==> config.mk <==
export PLATFORM = sky130hd
export DESIGN_NAME = hanoi_prog_loader
export DESIGN_NICKNAME = d
export VERILOG_FILES = /design/src/rtl/hanoi_prog_loader.sv
export SDC_FILE = /design/constraint.sdc
export NUM_CORES = 1
export LEC_CHECK = 0
export CORE_MARGIN = 4
export CORE_UTILIZATION = 55
export DETAILED_ROUTE_END_ITERATION = 16
export PLACE_DENSITY = 0.81
export SETUP_SLACK_MARGIN = 0.02
export SYNTH_ARGS = -nofsm -noshare
export SYNTH_HDL_FRONTEND = slang
export SYNTH_SLANG_ARGS = --single-unit
==> constraint.sdc <==
create_clock -name clk -period 3.24 [get_ports clk]
set_clock_uncertainty 0.2 [all_clocks]
set_input_delay 0.648 -clock clk [delete_from_list [all_inputs] [get_ports clk]]
set_output_delay 0.648 -clock clk [all_outputs]
set_load 0.1 [all_outputs]
==> src/rtl/hanoi_prog_loader.sv <==
// Program-memory writer for the Hanoi interpreter.
// Validates an incoming token stream (legal codes, balanced loops, length limit),
// writes accepted tokens, then pads the remainder of memory with the NOP trap token.
module hanoi_prog_loader #(
    parameter int unsigned PROG_SIZE = 8,
    parameter int unsigned ADDR_W    = $clog2(PROG_SIZE + 1)
) (
    input  logic              clk,
    input  logic              rst_n,
    input  logic              start,
    input  logic              in_valid,
    output logic              in_ready,
    input  logic [2:0]        in_tok,
    input  logic              in_last,
    output logic              wr_en,
    output logic [ADDR_W-1:0] wr_addr,
    output logic [2:0]        wr_tok,
    output logic              done,
    output logic              ok,
    output logic [1:0]        err_code,
    output logic [ADDR_W-1:0] prog_len
);

    localparam logic [2:0] TokLoopBegin = 3'd3;
    localparam logic [2:0] TokLoopEnd   = 3'd4;
    localparam logic [2:0] TokSwap      = 3'd5;
    localparam logic [2:0] TokNop       = 3'd6;

    localparam logic [1:0] ErrBadTok     = 2'd0;
    localparam logic [1:0] ErrUnderflow  = 2'd1;
    localparam logic [1:0] ErrOverflow   = 2'd2;
    localparam logic [1:0] ErrUnbalanced = 2'd3;

    localparam logic [ADDR_W-1:0] LastIdx = ADDR_W'(PROG_SIZE - 1);
    localparam logic [ADDR_W-1:0] ProgEnd = ADDR_W'(PROG_SIZE);

    typedef enum logic [2:0] {StIdle, StLoad, StPad, StDone, StErr} state_e;

    state_e            state_q, state_d;
    logic [ADDR_W-1:0] count_q, count_d;
    logic [ADDR_W-1:0] depth_q, depth_d;
    logic              in_ready_q, in_ready_d;
    logic              wr_en_q, wr_en_d;
    logic [ADDR_W-1:0] wr_addr_q, wr_addr_d;
    logic [2:0]        wr_tok_q, wr_tok_d;
    logic              done_q, done_d;
    logic              ok_q, ok_d;
    logic [1:0]        err_q, err_d;
    logic [ADDR_W-1:0] prog_len_q, prog_len_d;

    logic              accept;
    logic [ADDR_W-1:0] depth_post;

    assign accept = in_valid && in_ready_q;

    // Loop depth as it would be after the current input token.
    always_comb begin
        depth_post = depth_q;
        if (in_tok == TokLoopBegin) begin
            depth_post = depth_q + 1'b1;
        end else if (in_tok == TokLoopEnd) begin
            depth_post = depth_q - 1'b1;
        end
    end

    // Next-state and registered-output logic.
    always_comb begin
        state_d    = state_q;
        count_d    = count_q;
        depth_d    = depth_q;
        wr_en_d    = 1'b0;
        wr_addr_d  = wr_addr_q;
        wr_tok_d   = wr_tok_q;
        done_d     = done_q;
        ok_d       = ok_q;
        err_d      = err_q;
        prog_len_d = prog_len_q;

        if (start) begin
            // Restart wins over everything, including a coincident token or pad write.
            state_d = StLoad;
            count_d = '0;
            depth_d = '0;
            done_d  = 1'b0;
            ok_d    = 1'b0;
            err_d   = ErrBadTok;
        end else begin
            unique case (state_q)
                StLoad: begin
                    if (accept) begin
                        if (in_tok > TokSwap) begin
                            state_d = StErr;
                            done_d  = 1'b1;
                            err_d   = ErrBadTok;
                        end else if (in_tok == TokLoopEnd && depth_q == '0) begin
                            state_d = StErr;
                            done_d  = 1'b1;
                            err_d   = ErrUnderflow;
                        end else if (count_q == LastIdx && !in_last) begin
                            state_d = StErr;
                            done_d  = 1'b1;
                            err_d   = ErrOverflow;
                        end else if (in_last && depth_post != '0) begin
                            state_d = StErr;
                            done_d  = 1'b1;
                            err_d   = ErrUnbalanced;
                        end else begin
                            wr_en_d   = 1'b1;
                            wr_addr_d = count_q;
                            wr_tok_d  = in_tok;
                            count_d   = count_q + 1'b1;
                            depth_d   = depth_post;
                            if (in_last) begin
                                prog_len_d = count_q + 1'b1;
                                state_d    = StPad;
                            end
                        end
                    end
                end
                StPad: begin
                    // count walks from prog_len up to PROG_SIZE, one NOP per cycle.
                    wr_en_d   = 1'b1;
                    wr_addr_d = count_q;
                    wr_tok_d  = TokNop;
                    count_d   = count_q + 1'b1;
                    if (count_q == ProgEnd) begin
                        state_d = StDone;
                    end
                end
                StDone: begin
                    done_d = 1'b1;
                    ok_d   = 1'b1;
                end
                StErr: begin
                    done_d = 1'b1;
                    ok_d   = 1'b0;
                end
                default: begin
                    state_d = state_q;
                end
            endcase
        end

        in_ready_d = (state_d == StLoad);
    end

    // State and output registers.
    always_ff @(posedge clk or negedge rst_n) begin
        if (!rst_n) begin
            state_q    <= StIdle;
            count_q    <= '0;
            depth_q    <= '0;
            in_ready_q <= 1'b0;
            wr_en_q    <= 1'b0;
            wr_addr_q  <= '0;
            wr_tok_q   <= '0;
            done_q     <= 1'b0;
            ok_q       <= 1'b0;
            err_q      <= '0;
            prog_len_q <= '0;
        end else begin
            state_q    <= state_d;
            count_q    <= count_d;
            depth_q    <= depth_d;
            in_ready_q <= in_ready_d;
            wr_en_q    <= wr_en_d;
            wr_addr_q  <= wr_addr_d;
            wr_tok_q   <= wr_tok_d;
            done_q     <= done_d;
            ok_q       <= ok_d;
            err_q      <= err_d;
            prog_len_q <= prog_len_d;
        end
    end

    assign in_ready = in_ready_q;
    assign wr_en    = wr_en_q;
    assign wr_addr  = wr_addr_q;
    assign wr_tok   = wr_tok_q;
    assign done     = done_q;
    assign ok       = ok_q;
    assign err_code = err_q;
    assign prog_len = prog_len_q;

endmodule

==> results of run 1 <==
==> logic make-up (layout without fill, tap and decap cells) <==
logic type	count (synthesis)	in the layout	synth area share (%)
flip-flops	28	28	38.1
multiplexers	10	10	6.39
AO/OA/AOI/OAI	50	50	20.3
XOR/XNOR	3	3	1.43
AND/OR/NAND/NOR	81	81	25.6
buffers and inverters	21	47	4.83
adder cells (fa/ha/maj)	5	5	3.40
==> registers in the layout (all words and copies together), names as in the netlist <==
| name | count |
|---|---|
| in_ready | 1 |
| wr_addr | 4 |
| prog_len | 4 |
| count_q | 4 |
| depth_q | 4 |
| err_code | 2 |
| done | 1 |
| state_q | 3 |
| wr_en | 1 |
| ok | 1 |
| wr_tok | 3 |
==> layout by cell type (no fill, tap or decap), types with 3 or more instances in the layout <==
master,count
nand2_1,15
inv_1,9
a211o_1,3
clkbuf_4,3
mux2_2,6
nor2_1,14
o21ai_0,9
o211ai_1,5
buf_4,26
a21oi_1,13
or4_1,3
nor3b_1,3
a311o_1,3
nand2b_1,5
nor3_1,8
nand3_1,9
dfrtp_1,28
ha_1,5
nor2b_1,5
clkdlybuf4s50_1,7
==> power by group <==
part           total [mW]  internal [mW]  switching [mW]
Combinational       0.764          0.211           0.554
Clock               0.179         0.0689           0.110
Sequential          0.483          0.419          0.0636
==> cells in the mapped netlist (2+ instances only) <==
cell / n / share of area (%)
dfrtp_1: 28 / 38
nand2_1: 15 / 3.1
nor2_1: 14 / 2.9
a21oi_1: 13 / 3.5
clkbuf_1: 9 / 1.8
inv_1: 9 / 1.8
nand3_1: 9 / 2.4
o21ai_0: 9 / 2.4
nor3_1: 8 / 2.2
mux2_2: 6 / 3.7
ha_1: 5 / 3.4
nand2b_1: 5 / 1.7
nor2b_1: 5 / 1.7
o211ai_1: 5 / 2.0
a211o_1: 3 / 1.4
a311o_1: 3 / 1.6
nor3b_1: 3 / 1.2
or4_1: 3 / 1.2
a211oi_1: 2 / 0.82
a21boi_0: 2 / 0.82
and2_1: 2 / 0.68
buf_2: 2 / 0.54
mux2_4: 2 / 1.6
mux2i_1: 2 / 1.1
nor4_1: 2 / 0.68
o21bai_1: 2 / 0.82
or3_1: 2 / 0.68
xnor2_1: 2 / 0.95
==> worst max path at each step <==
stage / end / from / depth (start not counted)
floorplan: depth_q[0]$_DFFE_PN0P_ / in_ready$_DFF_PN0_ / 6
global placement: prog_len[1]$_DFFE_PN0P_ / in_tok[0] / 7
detailed placement: prog_len[1]$_DFFE_PN0P_ / in_tok[0] / 7
CTS: prog_len[1]$_DFFE_PN0P_ / in_tok[0] / 7
global route: err_code[0]$_DFFE_PN0P_ / in_tok[0] / 9
finish: prog_len[1]$_DFFE_PN0P_ / in_tok[0] / 7
==> worst max-delay path, stage by stage <==
cell,delay (ns)
clkdlybuf4s50_1,0.52
and3b_1,0.30
a22o_1,0.24
xnor2_1,0.32
nand3_1,0.21
nor4_4,0.37
mux2_2,0.38
==> layer usage <==
metal,routed length (um),GRT usage [%]
met1,1900,27.5
met2,2000,35.5
met3,202,3.06
met4,21,5.44
met5,0,0
==> area by class of cell <==
cell class / count / area [um^2] / area share (%)
sequential: 28 / 701 / 32.4
multi-input combinational: 149 / 1050 / 48.6
inverter: 9 / 33.8 / 1.56
tap: 44 / 55.1 / 2.55
clock buffer: 4 / 36.3 / 1.68
timing repair buffer: 34 / 285 / 13.2
==> per-stage QoR <==
| step | setup TNS (ns) | setup slack [ns] | hold slack (ns) | utilization (%) |
|---|---|---|---|---|
| 2_1_floorplan | 0 | 0.418 | 0.152 | - |
| 3_3_place_gp | 0 | 0.0443 | 0.295 | 67.9 |
| 3_5_place_dp | -0.502 | -0.0906 | 0.304 | 67.9 |
| 4_1_cts | 0 | 0.280 | 0.338 | 69.1 |
| 5_1_grt | 0 | 0.174 | 0.370 | 69.1 |
| 6_report | 0 | 0.284 | 0.335 | 69.1 |
==> results.cfg, run 1 <==
[global_route]
antenna_found_initial = 0
overflow = 0
grt_pass1_wl_um = 7130
grt_pass1_vias = 1554
grt_max_degree = 29
track_usage_pct = 20.9

[timing]
rsz0062_at_grt = false
max_freq_mhz = 338
period_needed_ns = 2.96
finalSetupViolCount = 0
worstMarginPinSlew_ns = 0.609
hold_violations = 0
maxSlewViolCount = 0
relSlewSlack_pct = 59.3
fin_crit_sh_pct = 91.2

[run]
max_cap_viol_count = 0

[logic_synthesis]
yosysSeqAreaShare_pct = 38.1
syn_nets = 211
synth-edff-count = 0
synth_seq_cells = 28
ys_async_sr_fraction_pct = 100
yosys_most_used_dff = dfrtp_1
yosysUniqueCellTypes = 54
yosysWarnings = 0
syn-cell-area_mm2 = 0.00184
syn_avg_cell_area_um2 = 9.29
syn_inst = 198

[layout]
drive_gt1_share_pct = 21.4
stdcell_area_mm2 = 0.00216
antenna_cells = 0
final_nets = 238
areaGrowthSynthToFinish_pct = 17.5
nFillCells = 257
finalNonFillerCells = 268

[power]
power_density_mw_per_mm2 = 660
vdd_drop_max_uv = 612
leakagePower_nw = 0.943
power.total_mw = 1.43

[clock_tree]
cts_sinks = 28
postCtsSetupRepairBufs = 0
cts_made_buffers = 3
clk_pin_slew_ns = 0.15
h-tree-depth = 1
clock-root-buffer = clkbuf_4
post_cts_resized = 0
cts_hold_buf = 0
cts_tree = yes
worstSkewPairLatency_ns = 0.34
clockBufferDepth = 2

[setup_path]
cp-end-kind = flip-flop
cp-start-kind = input port
path_class = input port to flip-flop
critPathRequiredTime_ns = 3.28
cp_max_fo = 6
ff2ff_path_depth = 8
r2r_end = prog_len[1]$_DFFE_PN0P_
r2r_start = depth_q[0]$_DFFE_PN0P_
crit_arrival_ns = 3.00
ff2ff_setup_slack_ns = 0.44

[worst_hold_path]
min_path_cells = 1
hold_path_class = flip-flop to flip-flop
min_to = prog_len[2]$_DFFE_PN0P_
holdCritStartpoint = prog_len[2]$_DFFE_PN0P_

[drt]
via_count = 1614
wire_per_inst_um = 15.4
dr.pass1.iters = 4
drt_iter0_drc = 128
drc = 0
wl_um = 4120
ant_nets = 0
viasPerCell = 6.02

[floorplan]
io_pins = 25
initial_utilization_pct = 58.8
die-width_um = 65.8
core_mm2 = 0.00313
die_h_um = 65.8
die_area_mm2 = 0.00433
placementRows = 20

[status]
outcome = finished clean

[place]
dp_hpwl_um = 2990
io_buffer_count = 24
placed_cells = 264
dpl-instance-area_mm2 = 0.00212
gp_congestion = 0.875
(Power assumes the default switching activity.)
==> inputs of run 2 (changes only) <==
--- a/config.mk
+++ b/config.mk
@@ -5,10 +5,11 @@
 export SDC_FILE = /design/constraint.sdc
 export NUM_CORES = 1
 export LEC_CHECK = 0
-export CORE_MARGIN = 4
-export CORE_UTILIZATION = 55
+export CELL_PAD_IN_SITES_DETAIL_PLACEMENT = 1
+export CELL_PAD_IN_SITES_GLOBAL_PLACEMENT = 2
+export CORE_UTILIZATION = 34
 export DETAILED_ROUTE_END_ITERATION = 16
-export PLACE_DENSITY = 0.81
+export PLACE_DENSITY = 0.8
 export SETUP_SLACK_MARGIN = 0.02
 export SYNTH_ARGS = -nofsm -noshare
 export SYNTH_HDL_FRONTEND = slang
==> run 2 against run 1 <==
  * Non-clock buffer count increased by 11
  * Sequential power about the same
  * Final cell count increased by 14%
  * Global-route usage decreased by 1.9 points
  * Critical endpoint is now prog_len[0]$_DFFE_PN0P_
  * Largest power group unchanged
==> results.cfg, run 2 (synthesized netlist as in run 1, its figures left out) <==
[status]
outcome = finished clean

[layout]
final_cell_mix = 37 x buf_4, 28 x dfrtp_1, 15 x nand2_1
final_nets = 249
stdcell_area_mm2 = 0.00229
antenna_cells = 0
final_util_pct = 44.4
layout_commonest_cell = buf_4
areaGrowthSynthToFinish_pct = 24.8
drive_gt1_share_pct = 25.1
finalNonFillerCells = 305

[setup_path]
r2r_start = depth_q[0]$_DFFE_PN0P_
r2r_end = wr_addr[0]$_DFFE_PN0P_
crit_arrival_ns = 2.96
critPathRequiredTime_ns = 3.21
worstSetupStartpoint = in_tok[2]
ff2ff_setup_slack_ns = 0.48
cp_max_fo = 6
cp-start-kind = input port
path_class = input port to flip-flop
ff2ff_path_depth = 9
cp-end-kind = flip-flop
crit_path_end = prog_len[0]$_DFFE_PN0P_

[clock_tree]
postCtsSetupRepairBufs = 0
cts_made_buffers = 3
worstSkewPairLatency_ns = 0.27
cts_hold_buf = 0
clock-root-buffer = clkbuf_8
h-tree-depth = 1
cts_sinks = 28
post_cts_resized = 0
clockBufferDepth = 2
cts_tree = yes
clk_pin_slew_ns = 0.10

[global_route]
grt_max_degree = 29
overflow = 0
grt_pass1_wl_um = 8170
track_usage_pct = 19.0
antenna_found_initial = 0
grt_pass1_vias = 1663

[drt]
via_count = 1618
drc = 0
wl_um = 4860
drt_iter0_drc = 55
wire_per_inst_um = 15.9
dr.pass1.iters = 4
viasPerCell = 5.30
ant_nets = 0

[place]
placed_cells = 301
io_buffer_count = 24
dp_hpwl_um = 3680
dpl-instance-area_mm2 = 0.00224
gp_congestion = 0.813

[floorplan]
die_area_mm2 = 0.00571
io_pins = 25
placementRows = 26
die_h_um = 75.6
initial_utilization_pct = 35.6
die-width_um = 75.6
core_mm2 = 0.00517

[timing]
worstMarginPinSlew_ns = 0.418
finalSetupViolCount = 0
fin_crit_sh_pct = 92.2
period_needed_ns = 2.99
rsz0062_at_grt = false
max_freq_mhz = 335
relSlewSlack_pct = 71.8
maxSlewViolCount = 0
hold_violations = 0

[power]
power_density_mw_per_mm2 = 652
vdd_drop_max_uv = 377
power.total_mw = 1.50
leakagePower_nw = 1.01

[run]
max_cap_viol_count = 0

[worst_hold_path]
hold_path_class = flip-flop to flip-flop
[run 2: how the worst min path moves through the flow]
stage	start	to	slack [ns]	cells past startpoint
3_3_place_gp	prog_len[0]$_DFFE_PN0P_	prog_len[0]$_DFFE_PN0P_	0.29	1
6_report	prog_len[3]$_DFFE_PN0P_	prog_len[3]$_DFFE_PN0P_	0.32	1
3_5_place_dp	prog_len[3]$_DFFE_PN0P_	prog_len[3]$_DFFE_PN0P_	0.30	1
5_1_grt	prog_len[3]$_DFFE_PN0P_	prog_len[3]$_DFFE_PN0P_	0.35	1
2_1_floorplan	rst_n	count_q[0]$_DFFE_PN0P_	0.15	0
4_1_cts	prog_len[3]$_DFFE_PN0P_	prog_len[3]$_DFFE_PN0P_	0.32	1
[run 2: stage by stage]
stage                     hold slack [ns]  setup TNS (ns)  worst slack [ns]
final                               0.317               0             0.253
after global routing                0.354               0             0.108
after CTS                           0.323               0             0.234
after detailed placement            0.303          -0.309           -0.0728
after global placement              0.295               0            0.0179
after floorplan                     0.152               0             0.418
[run 2: worst max-delay path, cell delays in order]
cell	delay [ns]
clkdlybuf4s50_1	0.54
and3b_1	0.26
or4_4	0.45
o311ai_4	0.10
nand3_1	0.21
nor4_4	0.37
mux2_2	0.38
[run 2: layer usage]
| layer | GRT usage [%] | share of wire [%] | up-vias |
|---|---|---|---|
| met4 | 3.70 | 0.56 | 0 |
| met5 | 0 | 0 | - |
| met2 | 34.3 | 51 | 18 |
| met3 | 2.12 | 2.1 | 2 |
| met1 | 24.5 | 46 | 803 |
| li1 | - | - | 795 |
[run 2: cell type report]
cell class / count / area (um^2)
flip-flops and latches: 28 / 701
inverters: 9 / 33.8
well taps: 70 / 87.6
repair buffers: 45 / 368
fillers: 603 / 2880
clock buffers: 4 / 55.1
multi-input cells: 149 / 1050
[run 2: where the power goes]
group	leakage [nW]	internal [mW]	total, mW	switching [mW]
Clock	0.0288	0.109	0.224	0.115
Sequential	0.350	0.419	0.485	0.0653
Combinational	0.626	0.225	0.787	0.563
Total	1.01	0.753	1.50	0.743
==> patch, RTL diff (config.mk and constraints of run 1) <==
Take the reset off `wr_addr_q` and load it in a clocked block of its own.
--- a/src/rtl/hanoi_prog_loader.sv
+++ b/src/rtl/hanoi_prog_loader.sv
@@ -152,7 +152,6 @@
             depth_q    <= '0;
             in_ready_q <= 1'b0;
             wr_en_q    <= 1'b0;
-            wr_addr_q  <= '0;
             wr_tok_q   <= '0;
             done_q     <= 1'b0;
             ok_q       <= 1'b0;
@@ -164,13 +163,16 @@
             depth_q    <= depth_d;
             in_ready_q <= in_ready_d;
             wr_en_q    <= wr_en_d;
-            wr_addr_q  <= wr_addr_d;
             wr_tok_q   <= wr_tok_d;
             done_q     <= done_d;
             ok_q       <= ok_d;
             err_q      <= err_d;
             prog_len_q <= prog_len_d;
         end
+    end
+
+    always_ff @(posedge clk) begin
+        wr_addr_q <= wr_addr_d;
     end
 
     assign in_ready = in_ready_q;
Behaviour: differs if rst_n is asserted again (counterexample within 4 cycles, from zero or initial values and one cycle with rst_n low); with rst_n held inactive, the same outputs for 4 cycles.
==> patch against run 1 <==
Sequential cell count unchanged; clock power shrank 20%; worst hold slack worse by 0.0034 ns; critical path depth unchanged; largest cell class unchanged; worst setup slack worse by 0.0021 ns; register-to-register slack worse by 0.08 ns; global-route usage down 2.0 points; combinational power shrank 23%; critical endpoint is now prog_len[0]; wire length fell by 12%; die area fell by 5.6%; total power fell by 17%; synthesized area down 6.4%; final area is 5.6% lower; synthesized cell count shrank 13%.
==> patch: results (changes against run 1) <==
status - complete, no violations
Area contributors post-synth - dfrtp_1 (35%), edfxtp_1 (7.0%), nor2_1 (3.9%), ha_1 (3.6%), o21ai_0 (3.5%)
final wirelength - 3.61 mm (-12%)
Clock Latency Late Sink - 0.32 ns (-0.02 ns)
Sw Share - 48.4% (-2.6 points)
largest net degree at the start of global routing - 25 (-14%)
syn_nets - 185 (-12%)
Max IR drop VDD - 0.227 mV (-63%)
Post-synth EDFFs - 4 (+4)
vias in the first global route - 1384 (-11%)
vias per inst - 5.81 (-3.5%)
Post-synth ARST share - 85.7% (-14 points)
crit path max fanout - 12 (+6)
total track usage - 18.9% (-2.0 points)
routability congestion estimate from global placement - 0.889 (+1.5%)
syn_area_per_cell - 10.0 um^2 (+7.8%)
placed insts - 243 (-8.0%)
wire per inst - 14.6 um (-5.1%)
layout cell share with drive strength beyond 1 - 24.6% (+3.2 points)
Detail Placement HPWL - 2.78 mm (-6.8%)
Yosys cell types - 61 (+13%)
first-pass GRT wire length - 6.29 mm (-12%)
nets - 217 (-8.8%)
First DRT Iteration DRCs - 72 (-44%)
sequential area share after synthesis - 41.9% (+3.8 points)
-- patch: area by class of cell --
type | instances | share of cell area [%]
clock buffers | 3 | 1.10
clock inverters | 1 | 0.184
inverters | 9 | 1.66
well taps | 44 | 2.70
flip-flops and latches | 28 | 35.3
repair buffers | 39 | 15.2
multi-input cells | 123 | 43.8
-- patch: power groups by stage --
stage                     Sequential (W)  Combinational, W  Clock [W]
after CTS                       0.000444          0.000592   0.000148
after global routing            0.000453          0.000618   0.000169
final                           0.000444          0.000590   0.000143
after detailed placement        0.000451          0.000591          0
after floorplan                 0.000751          0.000154          0
after global placement          0.000450          0.000583          0
-- patch: cells by family after synthesis --
| family | Yosys count | share of synthesized area (%) |
|---|---|---|
| flip-flops | 28 | 41.9 |
| buffers and inverters | 21 | 6.18 |
| XOR/XNOR | 3 | 1.53 |
| multiplexers | 8 | 5.89 |
| AND/OR/NAND/NOR | 60 | 19.4 |
| AO/OA/AOI/OAI | 47 | 21.5 |
| adder cells (fa/ha/maj) | 5 | 3.63 |
-- patch: worst paths after layout --
kind | to | startpoint | slack [ns] | depth (start not counted)
max in group asynchronous | depth_q[1] | rst_n | 2.13 | 2
min reg2reg | prog_len[0] | prog_len[0] | 0.33 | 1
max reg2reg | prog_len[0] | depth_q[1] | 0.36 | 8
min in group asynchronous | done | rst_n | 0.46 | 2
min | prog_len[0] | prog_len[0] | 0.33 | 1
max | prog_len[0] | in_tok[0] | 0.28 | 7
-- patch: through the flow --
step	area, um^2	worst slack (ns)
2_1_floorplan	1720	0.462
3_3_place_gp	2010	0.0288
3_5_place_dp	2010	-0.0367
4_1_cts	2040	0.314
5_1_grt	2040	0.186
6_report	2040	0.282
-- patch: layer usage --
metal,vias up,track usage [%],part of all wire [%]
li1,691,-,-
met1,694,24.0,43
met2,42,33.2,51
met3,8,2.99,4.5
met4,0,5.12,2.0
met5,-,0,0
